`config.mk`:
```
export PLATFORM = sky130hd
export DESIGN_NAME = split_fifo_drain_arb
export DESIGN_NICKNAME = d
export VERILOG_FILES = /design/src/rtl/split_fifo_drain_arb_pkg.sv /design/src/rtl/split_fifo_drain_arb_skid_buf.sv /design/src/rtl/split_fifo_drain_arb.sv
export SDC_FILE = /design/constraint.sdc
export NUM_CORES = 1
export LEC_CHECK = 0
export CORE_MARGIN = 4
export CORE_UTILIZATION = 53
export CTS_CLUSTER_SIZE = 30
export DETAILED_ROUTE_END_ITERATION = 7
export GPL_TIMING_DRIVEN = 0
export PLACE_DENSITY = 0.87
export SLEW_MARGIN = 20
export SYNTH_ARGS = -nofsm -noshare
export SYNTH_HDL_FRONTEND = slang
export SYNTH_SLANG_ARGS = --single-unit
export TNS_END_PERCENT = 50
```
`constraint.sdc`:
```
create_clock -name clock0 -period 5.75 [get_ports clock0]
set_input_delay 0.575 -clock clock0 [delete_from_list [all_inputs] [get_ports clock0]]
set_output_delay 0.575 -clock clock0 [all_outputs]
set_load 0.005 [all_outputs]
```
`src/rtl/split_fifo_drain_arb_pkg.sv`:
```
// Shared types and constants for the split-FIFO drain arbiter.
// Half 1 carries full-width words; half 2 words are zero-extended onto the same bus.
package split_fifo_arb_pkg;

   localparam int DATA_W = 18;
   localparam int H2_W   = 9;

   localparam logic SRC_H1 = 1'b0;
   localparam logic SRC_H2 = 1'b1;

   typedef enum logic [1:0] {
      S_ARB    = 2'd0,
      S_BURST1 = 2'd1,
      S_BURST2 = 2'd2
   } arbState_e;

   typedef struct packed {
      logic              src;
      logic [DATA_W-1:0] data;
   } skidEntry_t;

   function automatic logic [DATA_W-1:0] zeroExtH2(input logic [H2_W-1:0] d);
      return {{(DATA_W-H2_W){1'b0}}, d};
   endfunction

endpackage

```
`src/rtl/split_fifo_drain_arb_skid_buf.sv`:
```
// Two-entry {src, data} buffer holding captured read words until the consumer takes them.
// A push into a full buffer is accepted only when the head is popped in the same cycle.
module arb_skid_buf
   import split_fifo_arb_pkg::*;
(
   input  logic       clk_i,
   input  logic       rst_ni,
   input  logic       push_i,
   input  skidEntry_t pushEntry_i,
   input  logic       pop_i,
   output skidEntry_t head_o,
   output logic [1:0] occupancy_o
);

   skidEntry_t mem_q [2];
   logic       wrPtr_q, wrPtr_d;
   logic       rdPtr_q, rdPtr_d;
   logic [1:0] count_q, count_d;
   logic       doPush, doPop;

   always_comb begin
      doPop   = pop_i && (count_q != 2'd0);
      doPush  = push_i && ((count_q != 2'd2) || doPop);
      wrPtr_d = doPush ? ~wrPtr_q : wrPtr_q;
      rdPtr_d = doPop ? ~rdPtr_q : rdPtr_q;
      count_d = count_q;
      if (doPush && !doPop) begin
         count_d = count_q + 2'd1;
      end else if (doPop && !doPush) begin
         count_d = count_q - 2'd1;
      end
   end

   always_ff @(posedge clk_i) begin
      if (!rst_ni) begin
         wrPtr_q <= 1'b0;
         rdPtr_q <= 1'b0;
         count_q <= 2'd0;
      end else begin
         wrPtr_q <= wrPtr_d;
         rdPtr_q <= rdPtr_d;
         count_q <= count_d;
      end
   end

   // Payload storage needs no reset; occupancy alone decides what is valid.
   always_ff @(posedge clk_i) begin
      if (doPush) begin
         mem_q[wrPtr_q] <= pushEntry_i;
      end
   end

   assign head_o      = mem_q[rdPtr_q];
   assign occupancy_o = count_q;

endmodule

```
`src/rtl/split_fifo_drain_arb.sv`:
```
// Weighted round-robin drain of a split FIFO (18-bit and 9-bit halves) onto one
// valid/ready stream tagged with its source half, output order equal to issue order.
module split_fifo_drain_arb
   import split_fifo_arb_pkg::*;
#(
   parameter int WEIGHT1 = 4,
   parameter int WEIGHT2 = 2,
   parameter int CW      = 4
) (
   input  logic              clock0,
   input  logic              rst_n,
   input  logic              en,
   input  logic              empty1,
   input  logic              epo1,
   input  logic              empty2,
   input  logic              epo2,
   input  logic [DATA_W-1:0] dout1,
   input  logic [H2_W-1:0]   dout2,
   input  logic              underrun1,
   input  logic              underrun2,
   output logic              re1,
   output logic              re2,
   output logic              m_valid,
   output logic [DATA_W-1:0] m_data,
   output logic              m_src,
   input  logic              m_ready,
   output logic              err
);

   localparam logic [CW-1:0] W1 = CW'(WEIGHT1);
   localparam logic [CW-1:0] W2 = CW'(WEIGHT2);

   arbState_e     state_q, state_d;
   logic          ptr_q, ptr_d;
   logic [CW-1:0] burstCnt_q, burstCnt_d;

   logic inFlight_q, inFlightSrc_q;
   logic lastRe1_q, lastEpo1_q, lastRe2_q, lastEpo2_q;
   logic err_q;

   skidEntry_t bufHead, captureEntry, headSel;
   logic [1:0] occupancy;
   logic [2:0] outstanding;
   logic       creditOk, legal1, legal2;
   logic       bufNonEmpty, outPop, bufPush, bufPop, captureFull;

   // A read may issue only with a free credit, a non-empty half, and not right after
   // a read that may have taken that half's last word (flags can lag by a cycle).
   assign outstanding = {1'b0, occupancy} + {2'b00, inFlight_q};
   assign creditOk    = outstanding < 3'd2;
   assign legal1 = rst_n && en && creditOk && !empty1 && !(lastRe1_q && (lastEpo1_q || epo1));
   assign legal2 = rst_n && en && creditOk && !empty2 && !(lastRe2_q && (lastEpo2_q || epo2));

   always_ff @(posedge clock0) begin
      if (!rst_n) begin
         state_q    <= S_ARB;
         ptr_q      <= SRC_H1;
         burstCnt_q <= '0;
      end else begin
         state_q    <= state_d;
         ptr_q      <= ptr_d;
         burstCnt_q <= burstCnt_d;
      end
   end

   always_comb begin
      state_d    = state_q;
      ptr_d      = ptr_q;
      burstCnt_d = burstCnt_q;
      case (state_q)
         S_ARB: begin
            burstCnt_d = '0;
            if (legal1 && (ptr_q == SRC_H1 || !legal2)) begin
               state_d = S_BURST1;
            end else if (legal2) begin
               state_d = S_BURST2;
            end
         end
         S_BURST1: begin
            if (!en) begin
               state_d = S_ARB;
            end else begin
               if (re1) begin
                  burstCnt_d = burstCnt_q + 1'b1;
               end
               if (burstCnt_d == W1 || (empty1 && !empty2)) begin
                  state_d = S_ARB;
                  ptr_d   = SRC_H2;
               end
            end
         end
         S_BURST2: begin
            if (!en) begin
               state_d = S_ARB;
            end else begin
               if (re2) begin
                  burstCnt_d = burstCnt_q + 1'b1;
               end
               if (burstCnt_d == W2 || (empty2 && !empty1)) begin
                  state_d = S_ARB;
                  ptr_d   = SRC_H1;
               end
            end
         end
         default: state_d = S_ARB;
      endcase
   end

   always_comb begin
      re1 = (state_q == S_BURST1) && legal1;
      re2 = (state_q == S_BURST2) && legal2;
   end

   // The word arriving this cycle bypasses the buffer when the buffer is empty,
   // giving one cycle from re to m_valid and full rate without extra credits.
   always_comb begin
      captureEntry.src  = inFlightSrc_q;
      captureEntry.data = (inFlightSrc_q == SRC_H2) ? zeroExtH2(dout2) : dout1;
      bufNonEmpty       = occupancy != 2'd0;
      headSel           = bufNonEmpty ? bufHead : captureEntry;
      m_valid           = bufNonEmpty || inFlight_q;
      m_data            = m_valid ? headSel.data : '0;
      m_src             = m_valid ? headSel.src : 1'b0;
      outPop            = m_valid && m_ready;
      bufPush           = inFlight_q && !(outPop && !bufNonEmpty);
      bufPop            = outPop && bufNonEmpty;
      captureFull       = inFlight_q && (occupancy == 2'd2);
   end

   arb_skid_buf u_skid (
      .clk_i      (clock0),
      .rst_ni     (rst_n),
      .push_i     (bufPush),
      .pushEntry_i(captureEntry),
      .pop_i      (bufPop),
      .head_o     (bufHead),
      .occupancy_o(occupancy)
   );

   always_ff @(posedge clock0) begin
      if (!rst_n) begin
         inFlight_q    <= 1'b0;
         inFlightSrc_q <= SRC_H1;
         lastRe1_q     <= 1'b0;
         lastEpo1_q    <= 1'b0;
         lastRe2_q     <= 1'b0;
         lastEpo2_q    <= 1'b0;
         err_q         <= 1'b0;
      end else begin
         inFlight_q    <= re1 || re2;
         inFlightSrc_q <= re2 ? SRC_H2 : SRC_H1;
         lastRe1_q     <= re1;
         lastEpo1_q    <= epo1;
         lastRe2_q     <= re2;
         lastEpo2_q    <= epo2;
         err_q         <= err_q || underrun1 || underrun2 || captureFull;
      end
   end

   assign err = err_q;

endmodule

```
* After elaboration in Yosys (flattened, before gate mapping) *
Memory sizes are Yosys's and may differ from the RTL's. A register that Yosys moved wholly into a read port is not among the register bits.
Index checks and enable logic that the tools add are counted.

storage, ports and cells
  bits in registers = 18
  logic and storage cells = 117
  output and inout bits = 23
  RAM bits = 38
  latch bits = 0
  memories = 1
  ROM bits = 0

operators by class
  magnitude comparators = 1
  multiplexer cells = 32
  reductions and logical operators = 50
  shifts and indexed selects = 0
  equal/unequal tests = 13
  add/subtract/negate cells = 4
  div/mod/pow operators = 0
  bitwise operators = 3
  $mul = 0

memories
  memory        words  width  read ports  clocked after memory_dff  wr ports  RTL line                             RTL
  u_skid.mem_q  2      19     1           1                         1         split_fifo_drain_arb_skid_buf.sv:15  skidEntry_t mem_q [2];

operator list
  kind                   number
  $mux W18               2
  $mux W4                8
  $logic_and A1 B1 Y1    22
  $mux W19               1
  $mux W2                8
  $pmux W4 S3            1
  $logic_or A1 B1 Y1     11
  $mux W1                10
  $ne A2 B2 Y1 const B   5
  $logic_not A1 Y1       9
  $ne A3 B3 Y1 const B   3
  $pmux W2 S3            1
  $reduce_and A3 Y1      2
  $reduce_bool A2 Y1     3
  $reduce_and A5 Y1      1
  $add A4 B1 Y4 const B  1
  $eq A2 B2 Y1 const B   2
  $eq A4 B2 Y1 const B   1
  $eq A4 B3 Y1 const B   1
  $add A2 B1 Y3          1
  $lt A3 B2 Y1 const B   1
  $not A1 Y1             3
  $reduce_bool A3 Y1     1
  $add A2 B1 Y2 const B  1
  other kinds (4)        4

* Depth between registers and ports, before layout *
Gate-level depths: netlist (run 1).

  depth in word-level cells = 14
  depth in mapped cells = 8

* Hierarchy *
From an unflattened synthesis (run 1), not the netlist that was laid out.

unflattened totals
  cell total of the unflattened synthesis = 277
  area total of the unflattened synthesis = 2900.3 µm²

by module, submodules not included
  module                times used  area an instance (µm²)  cells an instance  sequential area each (µm²)
  arb_skid_buf          1           1596.5                  82                 1241.2
  split_fifo_drain_arb  1           1303.8                  195                260.2

* Worst setup path before layout (run 1) *
OpenSTA, ideal clock, no wires.

  path type = input to register
  start point = input m_ready
  end point = memory u_skid.mem_q[0][0] (netlist bit) (enable)
  slack = 3647 ps
  arrival time = 1709 ps
  cell stages on the path = 3
  setup time = 395 ps
  path through = xnor2_1 o21ai_0 nor2_1

between the ends
  word-level cells in the longest chain between the ends = 7
  elaborated cells between the ends (all ways) = 10

RTL lines
  what                                                       RTL line                                                          RTL
  start: declaration                                         split_fifo_drain_arb.sv:26                                        input logic m_ready,
  $logic_and A1 B1 Y1 *                                      split_fifo_drain_arb.sv:124                                       outPop = m_valid && m_ready;
  $logic_and A1 B1 Y1, on equally long branches              split_fifo_drain_arb.sv:125, split_fifo_drain_arb.sv:126
  $logic_not A1 Y1 or $logic_and A1 B1 Y1 (tied branches)    split_fifo_drain_arb.sv:125, split_fifo_drain_arb_skid_buf.sv:22
  $logic_and A1 B1 Y1 or $logic_or A1 B1 Y1 (tied branches)  split_fifo_drain_arb.sv:125, split_fifo_drain_arb_skid_buf.sv:23
  $logic_and A1 B1 Y1 *                                      split_fifo_drain_arb_skid_buf.sv:23                               doPush = push_i && ((count_q != 2'd2) || doPop);
  $mux W1 *                                                  split_fifo_drain_arb_skid_buf.sv:48                               if (doPush) begin
  $mux W1 (not written as such) *                            split_fifo_drain_arb_skid_buf.sv:49                               mem_q[wrPtr_q] <= pushEntry_i;
  end: declaration                                           split_fifo_drain_arb_skid_buf.sv:15

Every way passes the cells marked *; elsewhere a longest branch is shown, timed or not.

==> results of run 1 <==
-- metal layers --
layer  vias to the layer above  GRT usage (%)  routed length (um)
li1                       1086              -                   -
met1                      1068          23.82                2720
met2                        70          37.19                3241
met3                         9          3.880                 419
met4                         0          6.757                  91
met5                         -              0                   0
-- cells in the mapped netlist (2+ instances only) --
cell type,instances
sky130_fd_sc_hd__buf_1,2
sky130_fd_sc_hd__nor2b_1,11
sky130_fd_sc_hd__a211oi_1,2
sky130_fd_sc_hd__a41o_1,2
sky130_fd_sc_hd__inv_1,11
sky130_fd_sc_hd__dfxtp_1,18
sky130_fd_sc_hd__nor3_1,3
sky130_fd_sc_hd__clkbuf_1,8
sky130_fd_sc_hd__nand3_1,26
sky130_fd_sc_hd__edfxtp_1,38
sky130_fd_sc_hd__ha_1,6
sky130_fd_sc_hd__nor2_1,20
sky130_fd_sc_hd__and2_1,2
sky130_fd_sc_hd__a21oi_1,10
sky130_fd_sc_hd__buf_4,2
sky130_fd_sc_hd__o21ai_0,26
sky130_fd_sc_hd__mux2i_1,18
sky130_fd_sc_hd__a31oi_1,4
sky130_fd_sc_hd__xnor2_1,2
sky130_fd_sc_hd__a311oi_1,2
sky130_fd_sc_hd__nand2_1,6
sky130_fd_sc_hd__or3_1,3
sky130_fd_sc_hd__o22ai_1,2
sky130_fd_sc_hd__mux2_2,10
sky130_fd_sc_hd__nand4_1,3
sky130_fd_sc_hd__xor2_1,3
-- final cells by class --
class	instances	area, um2
plain buffers	14	68.82
clock inverters	1	7.507
multi-input cells	177	1204
clock buffers	7	86.33
fillers	407	1519
inverters	12	45.04
repair buffers	61	620.6
well taps	70	87.58
flip-flops and latches	56	1501
-- state kept, by name, summed over array words and instances (netlist names), named ones only --
signal,count
lastEpo2_q,1
u_skid.occupancy_o,2
lastEpo1_q,1
u_skid.wrPtr_q,1
state_q,2
err,1
burstCnt_q,4
inFlight_q,1
lastRe1_q,1
inFlightSrc_q,1
ptr_q,1
u_skid.rdPtr_q,1
u_skid.mem_q,38
-- worst reg2reg max path, cell delays in order (launching register included) --
cell,delay (ns)
sky130_fd_sc_hd__dfxtp_1,0.42
sky130_fd_sc_hd__inv_1,0.09
sky130_fd_sc_hd__ha_1,0.27
sky130_fd_sc_hd__nor2_1,0.20
sky130_fd_sc_hd__o21bai_1,0.16
sky130_fd_sc_hd__a211oi_1,0.47
sky130_fd_sc_hd__nand2_1,0.10
sky130_fd_sc_hd__mux2_2,0.27
sky130_fd_sc_hd__nor2_1,0.07
-- cells by family (layout without fill, tap and decap cells) --
| family | Yosys count | after routing | synth area share, % |
|---|---|---|---|
| AOI/OAI and AO/OA | 56 | 56 | 12.67 |
| xor gates and xnor gates | 5 | 5 | 1.557 |
| adders and majority gates | 6 | 6 | 2.668 |
| buffers and inverters | 26 | 95 | 4.046 |
| DFF | 56 | 56 | 53.36 |
| muxes | 28 | 28 | 10.40 |
| and+or+nand+nor | 82 | 82 | 15.30 |
-- stage by stage --
stage                     hold WS, ns  instances
after CTS                      0.5152        398
after detailed placement       0.4866        390
after floorplan                0.4422        259
after global routing           0.5395        398
final                          0.5143        398
after global placement         0.4583        388
-- power by group --
group | switching [mW] | internal (mW)
Clock | 0.122 | 0.0981
Combinational | 0.143 | 0.153
Sequential | 0.00847 | 0.440
-- worst min path at each step --
stage / slack, ns / end / cells past startpoint
after floorplan: 0.44 / u_skid.mem_q[0][18] / 0
after CTS: 0.52 / u_skid.mem_q[1][18] / 0
after global routing: 0.54 / u_skid.mem_q[1][18] / 0
final: 0.51 / u_skid.mem_q[0][18] / 0
after global placement: 0.46 / u_skid.mem_q[0][18] / 0
after detailed placement: 0.49 / u_skid.mem_q[0][18] / 0
==> metrics.log, run 1 <==
[metrics] outcome: completed
[metrics] Via density: 5.611
[metrics] Crit path buffers/inverters: 3
[metrics] critical path's most frequent cell: sky130_fd_sc_hd__clkbuf_1
[metrics] class of the tightest hold or removal check: register to register
[metrics] Placer Congestion: just over 0.9
[metrics] Post-synth EDFFs: 38
[metrics] number of buffers created by CTS: 5
[metrics] maximum fanout along the worst path: 10
[metrics] count of vias placed by the detailed router: 2233
[metrics] unrepaired setup endpoints after global routing: false
[metrics] antenna violations before repair: 0
[metrics] maxcap violations: 0
[metrics] type of the setup path with the least slack: register to primary output
[metrics] Period Utilization, post-route: between 50% and 60%
[metrics] final core area utilization: 70.45%
[metrics] final routed wire length divided by cell count: 16.26 um
[metrics] internal reg-to-reg setup slack: ~3.7 ns
[metrics] Antenna Nets Post-Route: 0
[metrics] required time at the worst-slack endpoint: 5.18 ns
[metrics] flop and latch count out of synthesis: 56
[metrics] cell types occupying the most area after synthesis: sky130_fd_sc_hd__edfxtp_1 (41%), sky130_fd_sc_hd__dfxtp_1 (13%), sky130_fd_sc_hd__mux2i_1 (6.4%), sky130_fd_sc_hd__nand3_1 (4.6%), sky130_fd_sc_hd__o21ai_0 (4.6%)
[metrics] count of yosys warnings during synthesis: 0
[metrics] Top Family by Delay on Critical Path: buffers and inverters
[metrics] sinks on the clock net: 56
[metrics] slack of the critical path: 2.647 ns
[metrics] worst flop-to-flop path endpoint: burstCnt_q[0]
[metrics] sequential area share after synthesis: 53.36%
[metrics] Core Area: 5140 um2
[metrics] clock transition at the registers of the reported paths: 0.10 ns
[metrics] TritonCTS clock tree: built
[metrics] hold buffer count at cts: 0
[metrics] count of routing violations after the opening detailed-route iteration: 155
[metrics] total power of the final layout: 964.7 uW
[metrics] Max Freq: around 320 MHz
[metrics] first drt pass iteration count: 4
[metrics] clock tree skew after final layout: 0.008016 ns
[metrics] leading area contributor after synthesis: sky130_fd_sc_hd__edfxtp_1
[metrics] final cell area excluding filler cells: 3621 um2
[metrics] Post-route DRC: 0
[metrics] Root Driver: sky130_fd_sc_hd__clkbuf_8
[metrics] die area: 6539 um2
[metrics] delay of the slowest cell on the worst path: 0.51 ns
[metrics] clock insertion delay at the later pin of the skew report: 0.31 ns
[metrics] cell count along the critical path: 6
[metrics] count of pins over their slew limit: 0
[metrics] clock tree buffer depth: 2
[metrics] signal arrival time at the worst endpoint: between 2 and 3 ns
[metrics] cell count after synthesis: 259
[metrics] total routed wirelength: 6472 um
[metrics] input/output buffers: approximately 60
[metrics] Rows: 26
[metrics] number of buffers inserted to repair setup after CTS: 0
[metrics] final count of hold timing violations: 0
[metrics] layout net count: 370
[metrics] pwr/cell area: 266.4 nW/um2
[metrics] Gates resized, CTS repair: 0
[metrics] worst slew margin relative to its limit: 51.40%
[metrics] wire length of the first global-routing pass: 10250 um
[metrics] antenna diode count: 0
[metrics] number of distinct library cell variants in the gate-level netlist after synthesis: 45
[metrics] syn_area_per_cell: ~11 um2
[metrics] post-route setup TNS: 0 ns
[metrics] slew at the pin closest to its max-slew limit: about 0.73 ns
[metrics] number of I/O pins: 60
[metrics] worst-path cell chain: clkbuf_1, clkbuf_1, nor2b_1, nand3_1, o21ai_0, clkdlybuf4s50_1
[metrics] minimum clock period after layout: between 3 and 4 ns
[metrics] worst reg-to-reg path cell count: 8
[metrics] maximum vdd ir drop: roughly 0.14 mV
[metrics] commonest non-fill, non-tap cell in the layout: sky130_fd_sc_hd__clkdlybuf4s50_1
[metrics] worst slack at placement: 2.753 ns
[metrics] maximum number of pins on one net before global-route repair: 17
[metrics] startpoint kind of the worst setup timing path: register
[metrics] ratio of cells with drive above 1 in the final layout: 9.756%
[metrics] beginning of the worst hold path: inFlightSrc_q
[metrics] number of global-route vias before repair: 2178
[metrics] Setup crit start: inFlightSrc_q
[metrics] Die Y: 80.87 um
[metrics] proportion of register bits with asynchronous set or reset after synthesis: 0%
[metrics] leading cell types in the layout, fill and taps excluded: sky130_fd_sc_hd__clkdlybuf4s50_1 (59), sky130_fd_sc_hd__edfxtp_1 (38), sky130_fd_sc_hd__o21ai_0 (26), sky130_fd_sc_hd__nand3_1 (26)
[metrics] prevailing post-synth register cell: sky130_fd_sc_hd__edfxtp_1
[metrics] Setup violations, final: 0
[metrics] half-perimeter wire length of the detailed placement result: 4841 um
[metrics] overall die width: 80.87 um
[metrics] net count after synthesis: 302
[metrics] area growth from synthesis to layout: 28.68%
[metrics] global router's overall resource usage: approximately a fifth
[metrics] Cell Area, Placed: between 3000 and 4000 um2
[metrics] synthesized cell area: 2814 um2
[metrics] total grt overflow: 0
[metrics] top-area cell type share of the netlist area: 40.55%
[metrics] worst setup path endpoint: m_data[16]
[metrics] number of levels in the clock H-tree: 2
[metrics] initial core utilization: 54.75%
[metrics] cell with the largest stage delay on the worst path: sky130_fd_sc_hd__clkbuf_1
[metrics] Worst Setup End Kind: primary output
[metrics] Leakage Power: approximately 1.2 nW
[metrics] launching point of the worst reg2reg path: state_q[1]
No activity file was read; power rests on OpenSTA's default activity.
==> run 2: changes to the inputs <==
--- a/config.mk
+++ b/config.mk
@@ -6,11 +6,11 @@
 export NUM_CORES = 1
 export LEC_CHECK = 0
 export CORE_MARGIN = 4
-export CORE_UTILIZATION = 53
+export CORE_UTILIZATION = 46
 export CTS_CLUSTER_SIZE = 30
 export DETAILED_ROUTE_END_ITERATION = 7
 export GPL_TIMING_DRIVEN = 0
-export PLACE_DENSITY = 0.87
+export PLACE_DENSITY = 0.8
 export SLEW_MARGIN = 20
 export SYNTH_ARGS = -nofsm -noshare
 export SYNTH_HDL_FRONTEND = slang
==> constraint.sdc (replaced) <==
create_clock -name clock0 -period 2.69 [get_ports clock0]
set_input_delay 0.269 -clock clock0 [delete_from_list [all_inputs] [get_ports clock0]]
set_output_delay 0.269 -clock clock0 [all_outputs]
set_load 0.005 [all_outputs]
==> metrics.log, run 2 (synthesis results as in run 1) <==
[metrics] Period Utilization, post-route: 92.76%
[metrics] number of buffers created by CTS: 5
[metrics] antenna violations before repair: 0
[metrics] antenna diode count: 0
[metrics] final instance count without filler cells: 403
[metrics] ratio of cells with drive above 1 in the final layout: 10.37%
[metrics] Via density: 5.583
[metrics] number of I/O pins: 60
[metrics] count of pins over their slew limit: 0
[metrics] count of vias placed by the detailed router: around 2300
[metrics] required time at the worst-slack endpoint: approximately 2.4 ns
[metrics] area growth from synthesis to layout: 28.68%
[metrics] Die Y: 86.22 um
[metrics] clock insertion delay at the later pin of the skew report: 0.30 ns
[metrics] maximum vdd ir drop: ~0.23 mV
[metrics] Placer Congestion: around 0.9
[metrics] sinks on the clock net: between 50 and 60
[metrics] TritonCTS clock tree: built
[metrics] slack of the critical path: 0.1947 ns
[metrics] Leakage Power: 1.187 nW
[metrics] Setup crit start: inFlightSrc_q
[metrics] number of global-route vias before repair: 2151
[metrics] clock tree buffer depth: 2
[metrics] clock tree skew after final layout: approximately 0.0074 ns
[metrics] minimum clock period after layout: 2.495 ns
[metrics] count of routing violations after the opening detailed-route iteration: 94
[metrics] total routed wirelength: between 6000 and 7000 um
[metrics] hold buffer count at cts: 0
[metrics] wire length of the first global-routing pass: 9880 um
[metrics] number of flip-flops under the largest register name: 38
[metrics] type of the setup path with the least slack: register to primary output
[metrics] leading cell types in the layout, fill and taps excluded: sky130_fd_sc_hd__clkdlybuf4s50_1 (59), sky130_fd_sc_hd__edfxtp_1 (38), sky130_fd_sc_hd__o21ai_0 (26), sky130_fd_sc_hd__nand3_1 (26)
[metrics] maxcap violations: 0
[metrics] Top reg by flops: u_skid.mem_q
[metrics] first drt pass iteration count: 4
[metrics] layout net count: 370
[metrics] global router's overall resource usage: 16.59%
[metrics] outcome: completed
[metrics] clock transition at the registers of the reported paths: 0.09 ns
[metrics] # placed instances: around 400
[metrics] slew at the pin closest to its max-slew limit: between 0.7 and 0.8 ns
[metrics] number of levels in the clock H-tree: 2
[metrics] startpoint kind of the worst setup timing path: register
[metrics] input/output buffers: 59
[metrics] maximum fanout along the worst path: 10
[metrics] half-perimeter wire length of the detailed placement result: between 4000 and 5000 um
[metrics] Worst Setup End Kind: primary output
[metrics] die area: 7433 um2
[metrics] Setup violations, final: 0
[metrics] final count of hold timing violations: 0
[metrics] Post-route DRC: 0
[metrics] worst slew margin relative to its limit: 48.48%
[metrics] unrepaired setup endpoints after global routing: true
[metrics] internal reg-to-reg setup slack: 0.55 ns
[metrics] total grt overflow: 0
[metrics] Rows: 28
[metrics] launching point of the worst reg2reg path: state_q[1]
[metrics] class of the tightest hold or removal check: register to register
[metrics] total power of the final layout: 2.024 mW
[metrics] beginning of the worst hold path: inFlightSrc_q
[metrics] maximum number of pins on one net before global-route repair: 17
[metrics] Max Freq: ~400 MHz
[metrics] Root Driver: sky130_fd_sc_hd__clkbuf_8
[metrics] commonest non-fill, non-tap cell in the layout: sky130_fd_sc_hd__clkdlybuf4s50_1
[metrics] overall die width: 86.22 um
[metrics] pwr/cell area: 558.9 nW/um2
[metrics] Core Area: approximately 6000 um2
[metrics] final routed wire length divided by cell count: 15.20 um
[metrics] initial core utilization: 47.53%
[metrics] worst slack at placement: 0.2105 ns
[metrics] signal arrival time at the worst endpoint: around 2.2 ns
[metrics] largest registers in the final layout: u_skid.mem_q x38, burstCnt_q x4
[metrics] Antenna Nets Post-Route: 0
[metrics] post-route setup TNS: 0 ns
run 2: power by group:
group	switching (mW)	internal, mW	total [mW]
registers	0.0178	0.941	0.959
clock network	0.251	0.181	0.432
logic	0.302	0.330	0.632
run 2: worst paths after layout:
| check | endpoint | cells after the start |
|---|---|---|
| setup reg to reg | burstCnt_q[0] | 8 |
| hold / removal | u_skid.mem_q[1][18] | 0 |
| hold reg to reg | u_skid.mem_q[1][18] | 0 |
| setup / recovery | m_data[9] | 6 |
run 2: routing by layer:
metal / wire length (um) / track usage (%) / up-vias
met5: 0 / 0 / -
met4: 62 / 5.241 / 0
met3: 451 / 3.422 / 6
met2: 2838 / 27.47 / 84
met1: 2771 / 21.94 / 1069
li1: - / - / 1091
run 2: cell type report:
class / instances / area [um2]
inverters: 12 / 45.04
plain buffers: 14 / 72.57
clock inverters: 2 / 11.26
well taps: 75 / 93.84
multi-input cells: 177 / 1204
repair buffers: 61 / 620.6
clock buffers: 6 / 72.57
flip-flops and latches: 56 / 1501
fillers: 499 / 2300
run 2: what timing repair did:
item,in CTS,in global routing
pin swaps,0,0
setup endpoints to repair,13,11
resized for setup,2,2
cloned,0,0
setup buffers,0,0
run 2: worst max-delay path, stage by stage, from the launching register on:
cell and delay (ns):
sky130_fd_sc_hd__dfxtp_1 0.37, sky130_fd_sc_hd__clkbuf_2 0.30, sky130_fd_sc_hd__clkbuf_1 0.42, sky130_fd_sc_hd__nor2b_1 0.15
sky130_fd_sc_hd__nand3_1 0.11, sky130_fd_sc_hd__o21ai_0 0.11, sky130_fd_sc_hd__clkdlybuf4s50_1 0.48
run 2: through the flow:
step                      instance area, um2  util, %  hold WS, ns
after detailed placement                3533    59.68       0.4659
final                                   3621    61.16       0.4814
after floorplan                         2814        -       0.3855
after CTS                               3620    61.14       0.4883
after global routing                    3621    61.16       0.5180
after global placement                  3498    59.09       0.4549
